--- config.mk ---
export PLATFORM = sky130hd
export DESIGN_NAME = alu_rr_arbiter
export DESIGN_NICKNAME = d
export VERILOG_FILES = /design/src/rtl/alu_rr_arbiter.sv
export SDC_FILE = /design/constraint.sdc
export NUM_CORES = 1
export LEC_CHECK = 0
export CAP_MARGIN = 40
export CORE_UTILIZATION = 51
export DETAILED_ROUTE_END_ITERATION = 10
export PLACE_DENSITY_LB_ADDON = 0.3
export SYNTH_ARGS = -nofsm -noshare
export SYNTH_HDL_FRONTEND = slang
export SYNTH_SLANG_ARGS = --single-unit
--- constraint.sdc ---
create_clock -name clk -period 3.2 [get_ports clk]
set_input_delay 0.64 -clock clk [delete_from_list [all_inputs] [get_ports clk]]
set_output_delay 0.64 -clock clk [all_outputs]
set_load 0.02 [all_outputs]
--- src/rtl/alu_rr_arbiter.sv ---
// Two-requester round-robin front end for one shared 8-op ALU.
// Three-state sequencer (IDLE/EXEC/RESP) with a registered, id-tagged result port.
module alu_rr_arbiter #(
  parameter int DATA_W = 8
) (
  input  logic              clk,
  input  logic              rst_n,
  input  logic              req0_valid,
  input  logic [2:0]        req0_op,
  input  logic [DATA_W-1:0] req0_a,
  input  logic [DATA_W-1:0] req0_b,
  output logic              req0_ready,
  input  logic              req1_valid,
  input  logic [2:0]        req1_op,
  input  logic [DATA_W-1:0] req1_a,
  input  logic [DATA_W-1:0] req1_b,
  output logic              req1_ready,
  output logic              res_valid,
  input  logic              res_ready,
  output logic [DATA_W:0]   res_data,
  output logic              res_id,
  output logic              busy
);

  localparam logic [1:0] IDLE = 2'd0;
  localparam logic [1:0] EXEC = 2'd1;
  localparam logic [1:0] RESP = 2'd2;

  logic [1:0]        state_r;
  logic              last_id_r;
  logic [2:0]        op_r;
  logic [DATA_W-1:0] a_r;
  logic [DATA_W-1:0] b_r;
  logic              id_r;
  logic              res_valid_r;
  logic [DATA_W:0]   res_data_r;
  logic              res_id_r;
  logic              grant_valid_s;
  logic              grant_id_s;

  // Operands are zero-extended so add/increment carry and subtract wrap land in the top bit.
  function automatic logic [DATA_W:0] alu_eval(input logic [2:0] op,
                                               input logic [DATA_W-1:0] a,
                                               input logic [DATA_W-1:0] b);
    logic [DATA_W:0] ax;
    logic [DATA_W:0] bx;
    logic [DATA_W:0] one;
    ax  = {1'b0, a};
    bx  = {1'b0, b};
    one = {{DATA_W{1'b0}}, 1'b1};
    case (op)
      3'b000:  alu_eval = ax + bx;
      3'b001:  alu_eval = ax - bx;
      3'b010:  alu_eval = ax + one;
      3'b011:  alu_eval = bx + one;
      3'b100:  alu_eval = {1'b0, ~a};
      3'b101:  alu_eval = {1'b0, ~b};
      3'b110:  alu_eval = {1'b0, a & b};
      3'b111:  alu_eval = {1'b0, a | b};
      default: alu_eval = {(DATA_W+1){1'b0}};
    endcase
  endfunction

  // Grant selection: a lone requester wins; on contention the loser of the last grant wins.
  always_comb begin
    grant_valid_s = 1'b0;
    grant_id_s    = 1'b0;
    if (req0_valid && req1_valid) begin
      grant_valid_s = 1'b1;
      grant_id_s    = ~last_id_r;
    end else if (req0_valid) begin
      grant_valid_s = 1'b1;
      grant_id_s    = 1'b0;
    end else if (req1_valid) begin
      grant_valid_s = 1'b1;
      grant_id_s    = 1'b1;
    end else begin
      grant_valid_s = 1'b0;
      grant_id_s    = 1'b0;
    end
  end

  assign req0_ready = (state_r == IDLE) && grant_valid_s && !grant_id_s;
  assign req1_ready = (state_r == IDLE) && grant_valid_s && grant_id_s;
  assign res_valid  = res_valid_r;
  assign res_data   = res_data_r;
  assign res_id     = res_id_r;
  assign busy       = (state_r != IDLE);

  // Sequencer, capture registers and result registers; last_id_r=1 after reset favours requester 0.
  always_ff @(posedge clk) begin
    if (!rst_n) begin
      state_r     <= IDLE;
      last_id_r   <= 1'b1;
      op_r        <= 3'b000;
      a_r         <= {DATA_W{1'b0}};
      b_r         <= {DATA_W{1'b0}};
      id_r        <= 1'b0;
      res_valid_r <= 1'b0;
      res_data_r  <= {(DATA_W+1){1'b0}};
      res_id_r    <= 1'b0;
    end else begin
      case (state_r)
        IDLE: begin
          if (grant_valid_s) begin
            op_r      <= grant_id_s ? req1_op : req0_op;
            a_r       <= grant_id_s ? req1_a  : req0_a;
            b_r       <= grant_id_s ? req1_b  : req0_b;
            id_r      <= grant_id_s;
            last_id_r <= grant_id_s;
            state_r   <= EXEC;
          end else begin
            state_r   <= IDLE;
          end
        end
        EXEC: begin
          res_data_r  <= alu_eval(op_r, a_r, b_r);
          res_id_r    <= id_r;
          res_valid_r <= 1'b1;
          state_r     <= RESP;
        end
        RESP: begin
          if (res_ready) begin
            res_valid_r <= 1'b0;
            state_r     <= IDLE;
          end else begin
            state_r     <= RESP;
          end
        end
        default: begin
          res_valid_r <= 1'b0;
          state_r     <= IDLE;
        end
      endcase
    end
  end

endmodule
# Word-level counts from Yosys, hierarchy flattened

Cells that the tools add are included.

Register bits: 34
Logic and storage cells: 53
Input bits: 43
Output and inout bits: 14

Multiplexer cells: 14
Equal/unequal tests: 10
Bitwise gates (word level): 6
Add/subtract/negate cells: 4
Reduce and logical (&&, ||, !) cells: 10

Operator list:

| operator                                                               | number |
|---|---|
| 9-bit case mux with 8 select lines                                     | 1 |
| 8-bit by 1-bit adder with 9-bit output (second input constant)         | 2 |
| 8-bit two-way mux                                                      | 2 |
| 8-bit inverter                                                         | 2 |
| 3-bit equality test (second input constant)                            | 4 |
| 8-bit by 8-bit adder with 9-bit output                                 | 1 |
| 8-bit by 8-bit subtractor with 9-bit output                            | 1 |
| 8-bit AND                                                              | 1 |
| 8-bit OR                                                               | 1 |
| 1-bit two-way mux                                                      | 7 |
| 3-bit by 2-bit equality test with 1-bit output (second input constant) | 2 |
| 2-bit case mux with 3 select lines                                     | 1 |
| 1-bit logical AND                                                      | 4 |
| 2-bit AND reduction                                                    | 2 |
| 3-bit by 1-bit equality test with 1-bit output (second input constant) | 1 |
| 3-bit logical NOT                                                      | 1 |
| 3-bit two-way mux                                                      | 1 |
| 1-bit case mux with 3 select lines                                     | 1 |
| 2-bit by 1-bit equality test with 1-bit output (second input constant) | 1 |
| 2-bit equality test (second input constant)                            | 1 |
| 2-bit logical NOT                                                      | 1 |
| 2-bit two-way mux                                                      | 1 |
| 2-bit inequality test (second input constant)                          | 1 |
| 1-bit inverter                                                         | 2 |
| 2 further kinds                                                        | 2 |

# Longest topological paths before layout

Gate-level depths: netlist (run 1).

Word-level depth: 5
Mapped depth: 12
Gate-level depth less buffers: 11

# Worst setup path before layout (run 1)

OpenSTA, ideal clock, no wires.

Kind: reg-to-reg
Start point: register op_r[0]
End point: register res_data_r[8], in the netlist res_data[8]
Data required time: 3.138 ns
Buffers on the path: 2
Period minus slack after synthesis: 2.795 ns
Slack: 0.405 ns
Cell stages (with the launch flop): 12
Library setup time: 0.062 ns
Data arrival time: 2.733 ns
Path through: dfxtp_1 > buf_2 > clkbuf_1 > and2_1 > nor2_1 > xnor2_1 > ha_1 > nor2b_4 > o31a_1 > o221a_1 > or4b_1 > nand3_1

Word-level cells in the longest chain between the ends: 2
Elaborated cells on any way between the ends: 9
Those cells by class: eq/ne: 7; mux: 1; reduce/logical: 1

RTL lines:

| item                                              | line | source |
|---|---|---|
| from (decl)                                       | 31   | `logic [2:0] op_r;` |
| from (signal assigned)                            | 106  | `op_r <= grant_id_s ? req1_op : req0_op;` |
| 3-bit equality test, or another cell as far along | 51   | `case (op)` |
| 9-bit case mux with 8 select lines (*)            | 51   |  |
| to (signal assigned)                              | 100  | `res_data_r <= {(DATA_W+1){1'b0}};` |
| to (signal assigned)                              | 117  | `res_data_r <= alu_eval(op_r, a_r, b_r);` |
| to (decl)                                         | 36   | `logic [DATA_W:0] res_data_r;` |

Every way passes the cells marked *; elsewhere a longest branch is shown, timed or not.
A chain may end at the register's enable or synchronous reset.

# Worst setup path in the final report (run 1)

Start point: register b_r[0]
End point: register res_data_r[8], in the netlist res_data[8]

Word-level cells in the longest chain between the ends: 2
Elaborated cells on any way between the ends: 4
Those cells by class: add/sub: 3; mux: 1

RTL lines:

| item                                                                 | line | source |
|---|---|---|
| from (decl)                                                          | 33   | `logic [DATA_W-1:0] b_r;` |
| from (signal assigned)                                               | 97   | `b_r <= {DATA_W{1'b0}};` |
| from (signal assigned)                                               | 108  | `b_r <= grant_id_s ? req1_b : req0_b;` |
| 8-bit by 1-bit adder with 9-bit output, or another cell as far along | 55   | `3'b011: alu_eval = bx + one;` |
| 9-bit case mux with 8 select lines (*)                               | 51   |  |

Marked as above.

==> results of run 1 <==
-- power groups by stage --
stage / clock network [uW] / logic [uW] / registers (uW)
2_1_floorplan: 0 / 477 / 529
3_3_place_gp: 0 / 668 / 546
3_5_place_dp: 0 / 688 / 548
4_1_cts: 406 / 693 / 539
5_1_grt: 422 / 771 / 548
6_report: 400 / 701 / 541
-- synthesized netlist by cell type, drive strengths merged, types with 2 or more instances --
library cell  instances  share of area, %
mux2                  2              0.88
buf                   7               1.4
nor3                  6               1.2
nand4                 6               1.5
o31ai                 3              0.88
or4                   2              0.63
ha                   12               5.8
a211o                 2              0.68
nand3                12               2.3
nor3b                 2              0.58
nand2                19               2.8
a21oi                16               3.1
nand3b                2              0.58
mux2i                15               5.8
inv                  13               1.9
o21a                  4               1.2
o22ai                 3              0.73
nor2b                 5               1.5
clkbuf               21               3.1
o21ai                21               4.1
o211a                 2              0.78
a211oi                5               1.5
xnor2                 4               1.4
nor2                 45               6.6
a21o                  2              0.63
maj3                  3               1.2
xor2                  5               1.7
a222oi               19               7.4
and4                  2              0.68
a31oi                 4              0.97
and2                  2              0.49
dfxtp                34                27
o211ai                4               1.2
-- area by class of cell --
cell class | count | area share, %
multi-input combinational | 251 | 52.6
sequential | 34 | 20.7
timing repair buffer | 65 | 19.1
tap | 67 | 2.55
clock buffer | 5 | 2.10
inverter | 13 | 1.49
clock inverter | 3 | 1.37
-- kinds of logic (layout without fill, tap and decap cells) --
kind of cell	count (synthesis)	in the layout	synth area share, %
and+or+nand+nor	110	110	20.8
AOI/OAI and AO/OA	98	98	27.8
buffers and inverters	41	86	6.43
DFF	34	34	26.5
muxes	18	18	7.60
adders and majority gates	16	16	7.80
xor gates and xnor gates	9	9	3.07
-- registers in the layout (all words and copies together) (netlist names) --
name and cells:
op_r 3, b_r 8, id_r 1, res_id 1
last_id_r 1, state_r 2, a_r 8, res_data 9
res_valid 1
-- how the worst max path moves through the flow --
stage	from	end	slack (ps)
5_1_grt	b_r[0]	res_data[8]	270
3_5_place_dp	b_r[0]	res_data[8]	460
2_1_floorplan	op_r[0]	res_data[8]	400
3_3_place_gp	req0_valid	req1_ready	550
4_1_cts	b_r[0]	res_data[8]	430
6_report	b_r[0]	res_data[8]	430
-- placed cells by master, fill, tap and decap left out, drive strengths merged, types with 2 or more instances in the layout --
cell           instances
clkdlybuf4s50         56
nor2                  45
dfxtp                 34
o21ai                 21
nand2                 19
a222oi                19
a21oi                 16
mux2i                 15
inv                   13
nand3                 12
ha                    12
buf                    9
nor3                   6
nand4                  6
xor2                   5
clkbuf                 5
nor2b                  5
a211oi                 5
a31oi                  4
xnor2                  4
o21a                   4
o211ai                 4
o31ai                  3
o22ai                  3
maj3                   3
and2                   2
nand3b                 2
o211a                  2
a211o                  2
and4                   2
nor3b                  2
mux2                   2
clkinvlp               2
a21o                   2
or4                    2
-- per-layer routing --
metal | vias up | wire length (um)
met5 | - | 0
met4 | 0 | 180
met3 | 13 | 540
met2 | 145 | 3610
met1 | 1314 | 3200
li1 | 1321 | -
-- metrics by stage --
stage	cells	hold WS, ps	power [uW]
4_1_cts	438	460	1640
2_1_floorplan	326	432	1010
6_report	438	456	1640
3_5_place_dp	430	450	1240
3_3_place_gp	430	447	1210
5_1_grt	438	489	1740
-- worst min-delay path: cells and delay by family (launching register included) --
kind | cells | cell delay [ps]
flip-flops | 1 | 310
AND/OR/NAND/NOR | 1 | 50
AO/OA/AOI/OAI | 1 | 50
==> results.yml, run 1 <==
run_status:
  status: "finished clean"
place:
  post-place-ws_ps: 457
  dpl_cell_area_um2: 3170
  port-buffer-count: 56
  dp_hpwl_um: 5530
  place_congestion: 0.903
cts:
  cts_buffers: 5
  cts_sinks: 34
  cts-resized-gates: 0
  root_buffer: "clkbuf_8"
  cts-hold-fix-buffers: 0
  clkSlewWorstSetupHoldPaths_ps: 80
  cts_setup_buffers: 0
  clock_path_buffers: 2
  insertion_delay_ps: 290
  cts_max_level: 2
  cts_tree: "done"
timing:
  maxSlewViolCount: 0
  rsz0062_at_grt: "false"
  setup_viol: 0
  setup_tns_ps: 0
  post-route-min-period_ps: 2770
  finalWorstSetupSlack_ps: 430
  clock-skew-final_ps: 8.14
  tightest_slew_ps: 765
  fmax_ghz: 0.361
  relSlewSlack_pct: 48.9
  fin_crit_sh_pct: 86.6
  timing_hold_violations_final: 0
detailed_routing:
  num_vias: 2793
  drc: 0
  drtIter0Drc: 401
  firstDrtPassIters: 8
  viasPerCell: 6.38
  ant_nets: 0
  wl_per_cell_um: 17.2
  drt_wl_total_um: 7530
worst_setup_path:
  cp_top_family: "simple AND/OR/NAND/NOR gates"
  path_depth: 10
  worst-path-buf-inv: 1
  cp_max_fo: 7
  cp.required_ps: 3430
  cp_common_cell: "ha_1"
  rrSetupSlack_ps: 430
  crit_type: "register to register"
  start_kind: "register"
  reg2reg_from: "b_r[0]"
  reg2reg_depth: 10
  slowest_delay_ps: 510
  worstSetupEndpointType: "register"
  crit_arrival_ps: 3000
  crit_chain: "inv_1 -> ha_1 -> nor2_1 -> xnor2_1 -> ha_1 -> nor2b_4 -> o31a_1 -> o221a_1 -> or4b_1 -> nand3_1"
  slowest_stage: "or4b_1"
  reg2reg_to: "res_data[8]"
finish:
  antenna_cells: 0
  seq_area_um2: 681
  layout-drive-gt1-share_pct: 7.01
  fin_util_pct: 68.6
  multiInputGateArea_um2: 1730
  layout.nets: 426
  fillers: 402
  syn2layout_area_growth_pct: 27.8
  fin_area_um2: 3280
yosys:
  synth_ff_type: "dfxtp_1"
  synth_nets: 382
  synth_seq_cells: 34
  synthArstFlopShare_pct: 0
  yosysWarnings: 0
  synth_area_um2: 2570
  synth.distinct_cells: 62
  netlist_instances: 326
  avgSynthCellArea_um2: 7.88
  synth-edff-count: 0
  yosysSeqAreaShare_pct: 26.5
global_routing:
  grtUsageMet3_pct: 4.70
  grt_first_pass_wirelength_um: 12300
  grt_use_total_pct: 30.5
  grt_use_met2_pct: 49.5
  grt_use_met1_pct: 40.1
  grt_pass1_vias: 2614
  grt.overflow.total: 0
  grt_max_degree: 29
  antenna_found_initial: 0
  top_usage_layer: "met2"
die:
  core_um2: 4790
  io_pins: 57
  start_util_pct: 53.6
  num_rows: 25
  dieArea_um2: 5320
  die_x_um: 73.0
  dieHeight_um: 73.0
pwr:
  p_sw_uw: 615
  p_int_uw: 1030
  combPwrFrac_pct: 42.7
  clkPwrFrac_pct: 24.4
  sw_frac_of_total_pct: 37.5
  power_leakage_uw: 0.00125
  pwr-share-seq_pct: 32.9
  powerDensity_nw_per_um2: 501
  peakVddDrop_v: 0.000291
min_path:
  min_path_cells: 2
  min_path_type: "register to register"
  hold_end: "res_id"
  hp-start: "id_r"
job:
  max-cap-violations: 0
Power figures use the tool's default switching activity.
==> inputs of run 2 (changes only) <==
--- a/config.mk
+++ b/config.mk
@@ -8,7 +8,9 @@
 export CAP_MARGIN = 40
 export CORE_UTILIZATION = 51
 export DETAILED_ROUTE_END_ITERATION = 10
+export GPL_TIMING_DRIVEN = 0
 export PLACE_DENSITY_LB_ADDON = 0.3
+export SKIP_LAST_GASP = 1
 export SYNTH_ARGS = -nofsm -noshare
 export SYNTH_HDL_FRONTEND = slang
 export SYNTH_SLANG_ARGS = --single-unit
==> run 2 against run 1 <==
Setup slack got worse by 300 ps; cell area rose by 1.4%; worst hold slack better by 9.2 ps; non-clock buffer count is 18 higher; register-to-register slack worse by 170 ps; core utilization increased by 0.94 points.
==> results.yml, run 2 (synthesized netlist as in run 1, its figures left out) <==
detailed_routing:
  drc: 0
  drt_wl_total_um: 7830
  viasPerCell: 6.22
  wl_per_cell_um: 17.2
  ant_nets: 0
  num_vias: 2837
  firstDrtPassIters: 6
  drtIter0Drc: 355
die:
  start_util_pct: 53.6
  dieArea_um2: 5320
  num_rows: 25
  die_x_um: 73.0
  dieHeight_um: 73.0
  io_pins: 57
  core_um2: 4790
global_routing:
  grt_max_degree: 20
  grt.overflow.total: 0
  grt_pass1_vias: 2639
  grt_use_total_pct: 30.9
  grt_first_pass_wirelength_um: 12500
  antenna_found_initial: 0
worst_setup_path:
  worstSetupEndpointType: "output pin"
  start_kind: "input pin"
  crit_arrival_ps: 2430
  rrSetupSlack_ps: 260
  cp_max_fo: 10
  cp.required_ps: 2560
  crit_type: "input pin to output pin"
timing:
  maxSlewViolCount: 0
  clock-skew-final_ps: 7.89
  finalHoldWorstSlack_ps: 465
  relSlewSlack_pct: 64.3
  tightest_slew_ps: 536
  setup_viol: 0
  rsz0062_at_grt: "false"
  timing_hold_violations_final: 0
  finalWorstSetupSlack_ps: 127
  fmax_ghz: 0.325
  fin_crit_sh_pct: 96.0
  post-route-min-period_ps: 3070
  setup_tns_ps: 0
place:
  place_congestion: 0.938
  post-place-ws_ps: -110
  dpl_cell_area_um2: 3210
  port-buffer-count: 56
  placedCellCount: 449
  dp_hpwl_um: 5980
job:
  max-cap-violations: 0
finish:
  fin_cells: 456
  mostFrequentLayoutCells: "clkdlybuf4s50_1, nor2_1, dfxtp_1, o21ai_0"
  layout.nets: 444
  antenna_cells: 0
  fillers: 434
  syn2layout_area_growth_pct: 29.6
  fin_area_um2: 3330
  final_common_cell: "clkdlybuf4s50_1"
  layout-drive-gt1-share_pct: 6.17
  largest_reg_flops: 9
run_status:
  status: "finished clean"
cts:
  insertion_delay_ps: 290
  clkSlewWorstSetupHoldPaths_ps: 80
  cts_setup_buffers: 0
  cts_buffers: 5
  root_buffer: "clkbuf_8"
  cts-hold-fix-buffers: 0
  cts_tree: "done"
  cts_sinks: 34
  clock_path_buffers: 2
  cts_max_level: 2
min_path:
  min_path_type: "register to register"
pwr:
  powerDensity_nw_per_um2: 497
  peakVddDrop_v: 0.000314
  power_leakage_uw: 0.00126
## run 2: changes by cell type in the layout (fill, tap and decap cells not counted)
cell,delta
buf_4,-8
clkbuf_1,+19
a211oi_2,-1
o21ai_1,-1
o21ai_0,+1
nor2_1,-1
buf_2,+4
a211oi_1,+1
clkbuf_4,+1
clkbuf_2,+1
buf_1,+1
nor2_2,+1
## run 2: what timing repair did
| action | 4_1_cts | 5_1_grt |
|---|---|---|
| endpoints found under the setup margin | 2 | 3 |
| gates resized for setup | 0 | 2 |
| pin swaps | 0 | 0 |
## run 2: final timing paths
check,start,to,cells past startpoint
setup / recovery,req0_valid,req1_ready,4
hold reg to reg,res_data[0],res_data[0],2
setup reg to reg,op_r[1],res_data[6],10
hold / removal,res_data[0],res_data[0],2
## run 2: report_power, final
group          switching [uW]  internal (uW)
sequential               42.6            469
clock                     170            232
combinational             414            327
total                     627           1030
## run 2: worst max-delay path, stage by stage
cell and delay, ps:
clkdlybuf4s50_1 440, a211oi_1 430, buf_2 290, clkdlybuf4s50_1 630
## run 2: area by class of cell
class                      count  area [um^2]  share of cell area [%]
timing repair buffer          56          561                    16.8
clock inverter                 3         45.0                    1.35
tap                           67         83.8                    2.52
multi-input combinational    251         1720                    51.8
inverter                      13         48.8                    1.47
clock buffer                   5         68.8                    2.07
buffer                        27          115                    3.46
sequential                    34          681                    20.5
## run 2: per-layer routing
layer  part of all wire [%]  GRT usage (%)
met5                      0              0
met1                     43           40.0
met4                    2.7           11.8
met2                     46           51.8
met3                    8.2           4.70
## run 2: metrics by stage
stage	utilization, %	power (uW)
after floorplan	-	1010
after global placement	67.1	1230
after detailed placement	67.1	1240
after CTS	69.4	1640
after global routing	69.5	1750
final	69.5	1660
==> inputs of run 3 (changes only) <==
--- a/config.mk
+++ b/config.mk
@@ -11,6 +11,7 @@
 export GPL_TIMING_DRIVEN = 0
 export PLACE_DENSITY_LB_ADDON = 0.3
 export SKIP_LAST_GASP = 1
+export SLEW_MARGIN = 20
 export SYNTH_ARGS = -nofsm -noshare
 export SYNTH_HDL_FRONTEND = slang
 export SYNTH_SLANG_ARGS = --single-unit
==> constraint.sdc (replaced) <==
create_clock -name clk -period 2.9 [get_ports clk]
set_input_delay 0.58 -clock clk [delete_from_list [all_inputs] [get_ports clk]]
set_output_delay 0.58 -clock clk [all_outputs]
set_load 0.02 [all_outputs]
==> run 3 against run 2 <==
Sequential share of layout area barely moved; cell area rose by 0.71%; total power rose by 11%; register-to-register slack got worse by 160 ps; largest cell class unchanged.
==> results.yml, run 3 (synthesized netlist as in run 1, its figures left out) <==
run_status:
  status: "finished clean"
pwr:
  p_sw_uw: 695
  sw_frac_of_total_pct: 37.9
  powerDensity_nw_per_um2: 548
  p_int_uw: 1140
  combPwrFrac_pct: 45.0
  clkPwrFrac_pct: 24.1
  peakVddDrop_v: 0.000346
  pwr-share-seq_pct: 30.9
  power_leakage_uw: 0.00127
finish:
  mostFrequentLayoutCells: "clkdlybuf4s50_1, nor2_1, dfxtp_1, o21ai_0"
  layout.nets: 444
  syn2layout_area_growth_pct: 30.5
  fin_area_um2: 3350
  final_common_cell: "clkdlybuf4s50_1"
  antenna_cells: 0
  layout-drive-gt1-share_pct: 7.46
  largest_reg_flops: 9
worst_setup_path:
  slowest_stage: "clkdlybuf4s50_1"
  crit_arrival_ps: 2260
  cp.required_ps: 2320
  worst-path-buf-inv: 3
  start_kind: "input pin"
  cp_top_family: "buffers and inverters"
  crit_chain: "clkdlybuf4s50_1 -> a211oi_2 -> buf_2 -> clkdlybuf4s50_1"
  worstSetupEndpointType: "output pin"
  cp_max_fo: 10
  crit_type: "input pin to output pin"
  slowest_delay_ps: 630
  cp_common_cell: "clkdlybuf4s50_1"
die:
  io_pins: 57
  die_x_um: 73.0
  dieArea_um2: 5320
  dieHeight_um: 73.0
  num_rows: 25
  core_um2: 4790
  start_util_pct: 53.6
cts:
  clkSlewWorstSetupHoldPaths_ps: 80
  cts_buffers: 5
  cts_sinks: 34
  cts_max_level: 2
  cts-hold-fix-buffers: 0
  insertion_delay_ps: 290
  root_buffer: "clkbuf_8"
  clock_path_buffers: 2
  cts_tree: "done"
global_routing:
  grt_max_degree: 20
  grt.overflow.total: 0
  grt_pass1_vias: 2639
  antenna_found_initial: 0
  grt_first_pass_wirelength_um: 12500
  grt_use_total_pct: 30.9
timing:
  setup_viol: 0
  fin_crit_sh_pct: 98.0
  rsz0062_at_grt: "false"
  relSlewSlack_pct: 64.3
  setup_tns_ps: 0
  tightest_slew_ps: 535
  maxSlewViolCount: 0
  post-route-min-period_ps: 2840
  finalWorstSetupSlack_ps: 57.2
  finalHoldWorstSlack_ps: 466
  clock-skew-final_ps: 6.70
  timing_hold_violations_final: 0
  fmax_ghz: 0.352
place:
  dp_hpwl_um: 5980
  dpl_cell_area_um2: 3210
  port-buffer-count: 56
  post-place-ws_ps: -410
  place_congestion: 0.938
detailed_routing:
  drtIter0Drc: 369
  wl_per_cell_um: 17.4
  viasPerCell: 6.34
  ant_nets: 0
  drt_wl_total_um: 7950
  num_vias: 2892
  firstDrtPassIters: 9
  drc: 0
job:
  max-cap-violations: 0
min_path:
  min_path_type: "register to register"
[run 3: layer usage]
| metal | vias up | global-route usage (%) | wire, um |
|---|---|---|---|
| li1 | 1357 | - | - |
| met1 | 1357 | 40.0 | 3300 |
| met2 | 160 | 51.8 | 3740 |
| met3 | 18 | 4.70 | 702 |
| met4 | 0 | 11.8 | 206 |
| met5 | - | 0 | 0 |
[run 3: layout make-up]
class | count | area (um^2)
Tap cell | 67 | 83.8
Timing Repair Buffer | 56 | 561
Inverter | 13 | 48.8
Fill cell | 432 | 1440
Sequential cell | 34 | 684
Clock buffer | 5 | 68.8
Multi-Input combinational cell | 251 | 1740
Clock inverter | 3 | 45.0
Buffer | 27 | 121
[run 3: power groups by stage]
stage,sequential (uW),clock [uW],combinational [uW]
after floorplan,584,0,526
after global placement,573,0,780
after detailed placement,574,0,798
after CTS,564,446,807
after global routing,573,471,901
final,566,442,826
[run 3: stage by stage]
step	utilization, %	total power (uW)	std cells
after detailed placement	67.1	1370	449
after CTS	69.6	1820	456
after floorplan	-	1110	326
after global placement	67.1	1350	449
final	70.0	1830	456
after global routing	70.0	1940	456
[run 3: timing repair]
action	CTS	global route
pin swaps	0	0
buffers inserted	0	0
gates resized for setup	5	7
setup endpoints to repair	9	3
[run 3: worst paths after layout]
| path | slack, ps | depth (start not counted) | from | endpoint |
|---|---|---|---|---|
| setup reg to reg | 100 | 9 | op_r[2] | res_data[4] |
| hold / removal | 470 | 2 | res_data[0] | res_data[0] |
| hold reg to reg | 470 | 2 | res_data[0] | res_data[0] |
| setup / recovery | 60 | 4 | req0_valid | req1_ready |
[run 3: worst register-to-register path: cells and delay by family (launching register included)]
| kind | cells | cell delay (ps) |
|---|---|---|
| buffers and inverters | 1 | 240 |
| muxes | 3 | 860 |
| adders and majority gates | 1 | 350 |
| and+or+nand+nor | 2 | 440 |
| AOI/OAI and AO/OA | 2 | 300 |
| DFF | 1 | 480 |
